===== src/rtl/branch_predict_unit.sv =====
// Branch resolution with a registered result, a bimodal 2-bit-counter BHT for fetch prediction,
// and a saturating mispredict counter.
module branch_predict_unit #(
  parameter int unsigned DATA_WIDTH = 32,
  parameter int unsigned ADDR_WIDTH = 32,
  parameter int unsigned BHT_DEPTH  = 64,
  parameter int unsigned CNT_WIDTH  = 16
) (
  input  logic                  i_clk,
  input  logic                  i_rst,
  input  logic [ADDR_WIDTH-1:0] i_pred_pc,
  output logic                  o_pred_take,
  input  logic                  i_valid,
  input  logic                  i_branch,
  input  logic [2:0]            i_branch_op,
  input  logic [DATA_WIDTH-1:0] i_a,
  input  logic [DATA_WIDTH-1:0] i_b,
  input  logic [ADDR_WIDTH-1:0] i_pc,
  input  logic                  i_pred_take,
  input  logic                  i_flush,
  output logic                  o_valid,
  output logic                  o_take,
  output logic                  o_mispredict,
  output logic                  o_illegal,
  output logic [CNT_WIDTH-1:0]  o_mispred_count
);

  localparam int unsigned IdxW = $clog2(BHT_DEPTH);

  logic [1:0]           r_bht [BHT_DEPTH];
  logic                 r_valid;
  logic                 r_take;
  logic                 r_mispredict;
  logic                 r_illegal;
  logic [CNT_WIDTH-1:0] r_mispred_count;

  logic [IdxW-1:0] w_pred_idx;
  logic [IdxW-1:0] w_res_idx;
  logic            w_eq;
  logic            w_lt;
  logic            w_ltu;
  logic            w_cond;
  logic            w_illegal;
  logic            w_accept;
  logic            w_take;
  logic            w_mispredict;
  logic            w_update;
  logic [1:0]      w_ctr_cur;
  logic [1:0]      w_ctr_next;

  assign w_pred_idx  = i_pred_pc[IdxW+1:2];
  assign w_res_idx   = i_pc[IdxW+1:2];
  // Plain array read: a same-cycle update is only visible after the edge.
  assign o_pred_take = r_bht[w_pred_idx][1];

  always_comb begin
    w_eq  = (i_a == i_b);
    w_lt  = ($signed(i_a) < $signed(i_b));
    w_ltu = (i_a < i_b);
    w_cond = 1'b0;
    case (i_branch_op)
      3'b000:  w_cond = w_eq;
      3'b001:  w_cond = !w_eq;
      3'b100:  w_cond = w_lt;
      3'b101:  w_cond = !w_lt;
      3'b110:  w_cond = w_ltu;
      3'b111:  w_cond = !w_ltu;
      default: w_cond = 1'b0;
    endcase

    w_illegal    = i_branch && (i_branch_op[2:1] == 2'b01);
    w_accept     = i_valid && !i_flush;
    w_take       = i_branch && !w_illegal && w_cond;
    // A non-branch resolves not-taken, so a taken prediction for it is a mispredict.
    w_mispredict = !w_illegal && (w_take != i_pred_take);
    w_update     = w_accept && i_branch && !w_illegal;

    w_ctr_cur  = r_bht[w_res_idx];
    w_ctr_next = w_ctr_cur;
    if (w_take) begin
      if (w_ctr_cur != 2'b11) w_ctr_next = w_ctr_cur + 2'b01;
    end else begin
      if (w_ctr_cur != 2'b00) w_ctr_next = w_ctr_cur - 2'b01;
    end
  end

  always_ff @(posedge i_clk) begin
    if (i_rst) begin
      for (int i = 0; i < int'(BHT_DEPTH); i++) begin
        r_bht[i] <= 2'b01;
      end
      r_valid         <= 1'b0;
      r_take          <= 1'b0;
      r_mispredict    <= 1'b0;
      r_illegal       <= 1'b0;
      r_mispred_count <= '0;
    end else begin
      r_valid      <= w_accept;
      r_take       <= w_accept && w_take;
      r_mispredict <= w_accept && w_mispredict;
      r_illegal    <= w_accept && w_illegal;
      if (w_accept && w_mispredict && (r_mispred_count != {CNT_WIDTH{1'b1}})) begin
        r_mispred_count <= r_mispred_count + {{(CNT_WIDTH-1){1'b0}}, 1'b1};
      end
      if (w_update) begin
        r_bht[w_res_idx] <= w_ctr_next;
      end
    end
  end

  assign o_valid         = r_valid;
  assign o_take          = r_take;
  assign o_mispredict    = r_mispredict;
  assign o_illegal       = r_illegal;
  assign o_mispred_count = r_mispred_count;

endmodule


===== config.mk =====
export PLATFORM = sky130hd
export DESIGN_NAME = branch_predict_unit
export DESIGN_NICKNAME = d
export VERILOG_FILES = /design/src/rtl/branch_predict_unit.sv
export SDC_FILE = /design/constraint.sdc
export NUM_CORES = 1
export LEC_CHECK = 0
export CORE_MARGIN = 2
export CORE_UTILIZATION = 45
export CTS_CLUSTER_DIAMETER = 120
export DETAILED_ROUTE_END_ITERATION = 10
export DONT_BUFFER_PORTS = 1
export SLEW_MARGIN = 20
export SYNTH_ARGS = -nofsm -noshare
export SYNTH_HDL_FRONTEND = slang
export SYNTH_SLANG_ARGS = --single-unit

===== constraint.sdc =====
create_clock -name i_clk -period 5.2 [get_ports i_clk]
set_input_delay 1.04 -clock i_clk [delete_from_list [all_inputs] [get_ports i_clk]]
set_output_delay 1.04 -clock i_clk [all_outputs]
set_load 0.01 [all_outputs]

# [Word level (Yosys, flattened, before mapping)]
# Memory sizes are Yosys's and may differ from the RTL's.
# Cells that the tools add are included.
[totals] regBits=20 output_inout_bits=21 elab_cells=52 memories=1 ramBits=128 input_bits=137
[op_classes] addsub=3 n_reduce_logical=19 n_eq_ne=10 mux=12 n_lt_le_gt_ge=2
[mem_list] memory="r_bht" words=64 width=2 rd=2 rd_ports_with_merged_regs=0 wr=64 line="30" source="logic [1:0] r_bht [BHT_DEPTH];"
[ops] op="$lt 32x32->1" count=2
[ops] op="$eq 32x32->1" count=1
[ops] op="$add 16x1->16 const B" count=1
[ops] op="$ne 16x16->1 const B" count=1
[ops] op="$eq 3x3->1 const B" count=4
[ops] op="$logic_and 1x1->1" count=11
[ops] op="$mux 2" count=4
[ops] op="$mux 1" count=6
[ops] op="$mux 6" count=1
[ops] op="$pmux 1 s6" count=1
[ops] op="$logic_not 1->1" count=5
[ops] op="$eq 3x1->1 const B" count=1
[ops] op="$logic_not 3->1" count=1
[ops] op="$add 2x1->2 const B" count=1
[ops] op="$eq 2x1->1 const B" count=1
[ops] op="$ne 2x2->1 const B" count=1
[ops] op="$reduce_bool 2->1" count=1
[ops] op="$reduce_or 2->1" count=1
[ops] op="$sub 2x1->2 const B" count=1
[ops] op="$ne 1x1->1" count=1

# [Depth between registers and ports, before layout]
[depth] word_depth=9 ltp_mapped=13 ltp_nobuf=12

# [Worst setup path after synthesis]
# No wires, ideal clock.
[synth_path] path_type="input port to output port" from="input port i_pred_pc[2]" to="output port o_pred_take" required_time_ns=4.160 path_buffers=2 stages=5 t_arrival_ns=3.480 slack_ns=0.680 path_cell_list="clkbuf_1 > buf_1 > mux4_2 > mux4_2 > mux4_2"
[synth_between] elab_chain_len=1
[synth_lines] element="start, declared" line="11" source="input logic [ADDR_WIDTH-1:0] i_pred_pc,"
[synth_lines] element="$mem_v2 64x2"
[synth_lines] element="end, declared" line="12" source="output logic o_pred_take,"
# No other way between the ends.

==> flow_summary_export.csv <==
group,metric,value,unit
floorplan,core.rowCount,50,
worst_setup_path,endpoint_kind,"register",
sta,skew,0.009205,ns
sta,hold_violations,0,
yosys,ys_ff_latch,148,
worst_setup_path,worstSetupPathType,"in -> reg",
placed_design,dp.cells,1030,
layout,utilization,49.96,%
route,wl_met2,10.77,mm
power,clkPwrFrac,42.3,%
worst_hold_path,hp-class,"reg -> reg",
global_routing,grt_max_degree,91,
layout,nNetsFinal,985,
global_routing,antenna_found_initial,0,
power,p_sw,0.7230,mW
layout,area_delta_synth_final,8.451,%
route,vias_per_cell,6.165,
clock_tree,cts_root_buf,"clkbuf_16",
power,leakage,3.068,nW
placed_design,place_area,0.008808,mm²
power,p_per_area,300.1,mW/mm²
floorplan,start_util,46.07,%
sta,worstMarginPinSlew,0.8544,ns
clock_tree,clk_pin_slew,0.06,ns
worst_setup_path,worstSetupStartpointType,"primary input",
placed_design,gp_congestion,0.8522,
clock_tree,h-tree-depth,4,
route,wl_per_cell,20.45,µm
clock_tree,cts_buffers,17,
power,comb_power_share,10.8,%
yosys,synth_most_common_cell,"edfxtp_1",
floorplan,die_h,142.6,µm
route,wl_met3,1.873,mm
placed_design,dp_hpwl,14.99,mm
power,peakVddDrop,236.8,µV
clock_tree,cts_num_sinks,148,
sta,final.min_clock_period,4.222,ns
yosys,ys_seq_area_share,49.09,%
sta,min_period_over_period,81.20,%
worst_setup_path,cp.required,5.32,ns
flow_run,max_cap_violations,0,
yosys,synth_top_area_cell,"edfxtp_1",
clock_tree,cts-resized-gates,0,
sta,relSlewSlack,43.04,%
floorplan,dieArea,0.02034,mm²
sta,fmax,236.8,MHz
global_routing,track_usage,22.21,%
layout,drive_above_1_share,14.73,%
route,first_pass_iters,5,
sta,setup_tns,0,ns
route,totalWireLength,21.71,mm
yosys,yosysWarnings,0,
sta,final-max-slew-violation-count,0,
route,drc,0,
power,p_int,2.091,mW
yosys,synth_flop_cell,"edfxtp_1",
yosys,syn_area,0.008646,mm²
clock_tree,cts_hold_buf,0,
yosys,synth.area.top_cells,"edfxtp_1 (44%), mux4_2 (5.5%), ha_1 (4.8%), dfxtp_1 (4.6%), nand2_1 (4.0%)",
route,first_iter_violations,614,
yosys,synth_edf_count,128,
yosys,synth_area_per_cell,10.28,µm²
sta,setup_violations,0,
worst_setup_path,cp_data_arrival_time,4.35,ns
yosys,syn_inst,841,
worst_setup_path,worstPathMaxFanout,40,
power,swShare,25.69,%
placed_design,io_buffers,0,
global_routing,first_global_vias,6639,
clock_tree,tritoncts,"built",
clock_tree,cts_buffer_depth,2,
global_routing,grt_pass1_wl,34.60,mm
yosys,synth.distinct_cells,61,
yosys,synth_nets,1011,
status,outcome,"complete, no violations",
sta,rsz0062_at_grt,"false",
route,drt-met1-wl,8.703,mm
global_routing,grt_overflow,0,
yosys,netlist.area_leader.share,44.46,%
layout,fin_area,0.009376,mm²
clock_tree,cts_setup_buffers,0,
yosys,synth_commonest_cells,"edfxtp_1 (128), nand2_1 (93), nor2_1 (91)",
route,top_layer_used,"met4",
power,sequentialPowerShare,46.9,%
route,ant_nets,0,
route,vias,6547,
yosys,async_flop_share,0,%
clock_tree,clk_latency,0.42,ns
floorplan,die_x,142.6,µm
layout,finalNonFillerCells,1062,
layout,n_antenna_cell,0,
floorplan,io_pins,158,
floorplan,core-area,0.01877,mm²
## cell type report
| type | instances | area (µm²) |
|---|---|---|
| clock buffer | 17 | 425.4 |
| clock inverter | 15 | 142.6 |
| fill | 1661 | 9392 |
| inverter | 32 | 120.1 |
| multi-input combinational | 599 | 4024 |
| sequential | 148 | 4244 |
| tap | 234 | 292.8 |
| timing repair buffer | 17 | 127.6 |
## cell families (layout without fill, tap and decap cells)
| group | after synthesis | in the layout | synth area share [%] |
|---|---|---|---|
| simple gates | 407 | 407 | 23.46 |
| flops | 148 | 148 | 49.09 |
| compound gates | 121 | 121 | 10.54 |
| buf+inv | 94 | 81 | 4.703 |
| fa+ha+maj | 35 | 35 | 5.007 |
| mux | 29 | 29 | 6.498 |
| xor+xnor | 7 | 7 | 0.7091 |
## cells in the final DEF (no fill, tap or decap), types with 18 or more instances in the layout
master	Yosys	routed
edfxtp_1	128	128
nand2_1	93	93
nor2_1	91	91
nand3_1	53	53
a22oi_1	44	44
nand2b_1	39	39
nor3_1	38	38
ha_1	33	33
inv_1	32	32
or2_2	30	30
mux4_2	21	21
a21oi_1	20	20
dfxtp_1	20	20
nor2b_1	18	18
## layer usage
layer	vias to the layer above	track usage (%)
met5	-	0
met4	0	6.826
met3	27	5.869
met2	315	37.30
met1	3175	28.19
li1	3030	-
## registers in the layout, summed over array words and instances, names as in the netlist
signal and flops:
o_illegal 1, o_mispred_count 16, o_mispredict 1, o_take 1
o_valid 1, r_bht 128
## stage by stage
stage | setup slack [ns] | hold WS, ns | total power [mW]
6_report | 0.9778 | 0.5665 | 2.814
5_1_grt | 0.6959 | 0.6075 | 2.910
4_1_cts | 0.9912 | 0.5673 | 2.826
3_5_place_dp | 0.5418 | 0.5570 | 1.647
3_3_place_gp | 0.5744 | 0.5356 | 1.635
2_1_floorplan | 0.6795 | 0.5105 | 1.590
## critical path, cell delays in order
cell	delay (ns)
inv_1	0.03
ha_1	0.36
nand4_1	0.22
nor4_1	0.54
nand3_1	0.16
xor2_1	0.16
nor3_1	0.09
o311a_4	0.39
nor2_1	0.46
maj3_2	0.32
buf_4	0.42
nand3_1	0.15
## path summary, 6_finish.rpt
kind | depth (start not counted) | startpoint | slack, ns | endpoint
max | 12 | i_b[31] | 0.98 | r_bht[22][0]
min reg2reg | 2 | o_mispred_count[14] | 0.57 | o_mispred_count[14]
min | 2 | o_mispred_count[14] | 0.57 | o_mispred_count[14]
max reg2reg | 9 | r_bht[61][1] | 2.33 | r_bht[22][0]
## power groups by stage
stage	logic [mW]	clock network, mW	registers (mW)
4_1_cts	0.303	1.20	1.32
3_5_place_dp	0.302	0	1.35
6_report	0.304	1.19	1.32
5_1_grt	0.330	1.26	1.32
3_3_place_gp	0.291	0	1.34
2_1_floorplan	0.252	0	1.34
No activity file was read; power rests on OpenSTA's default activity.
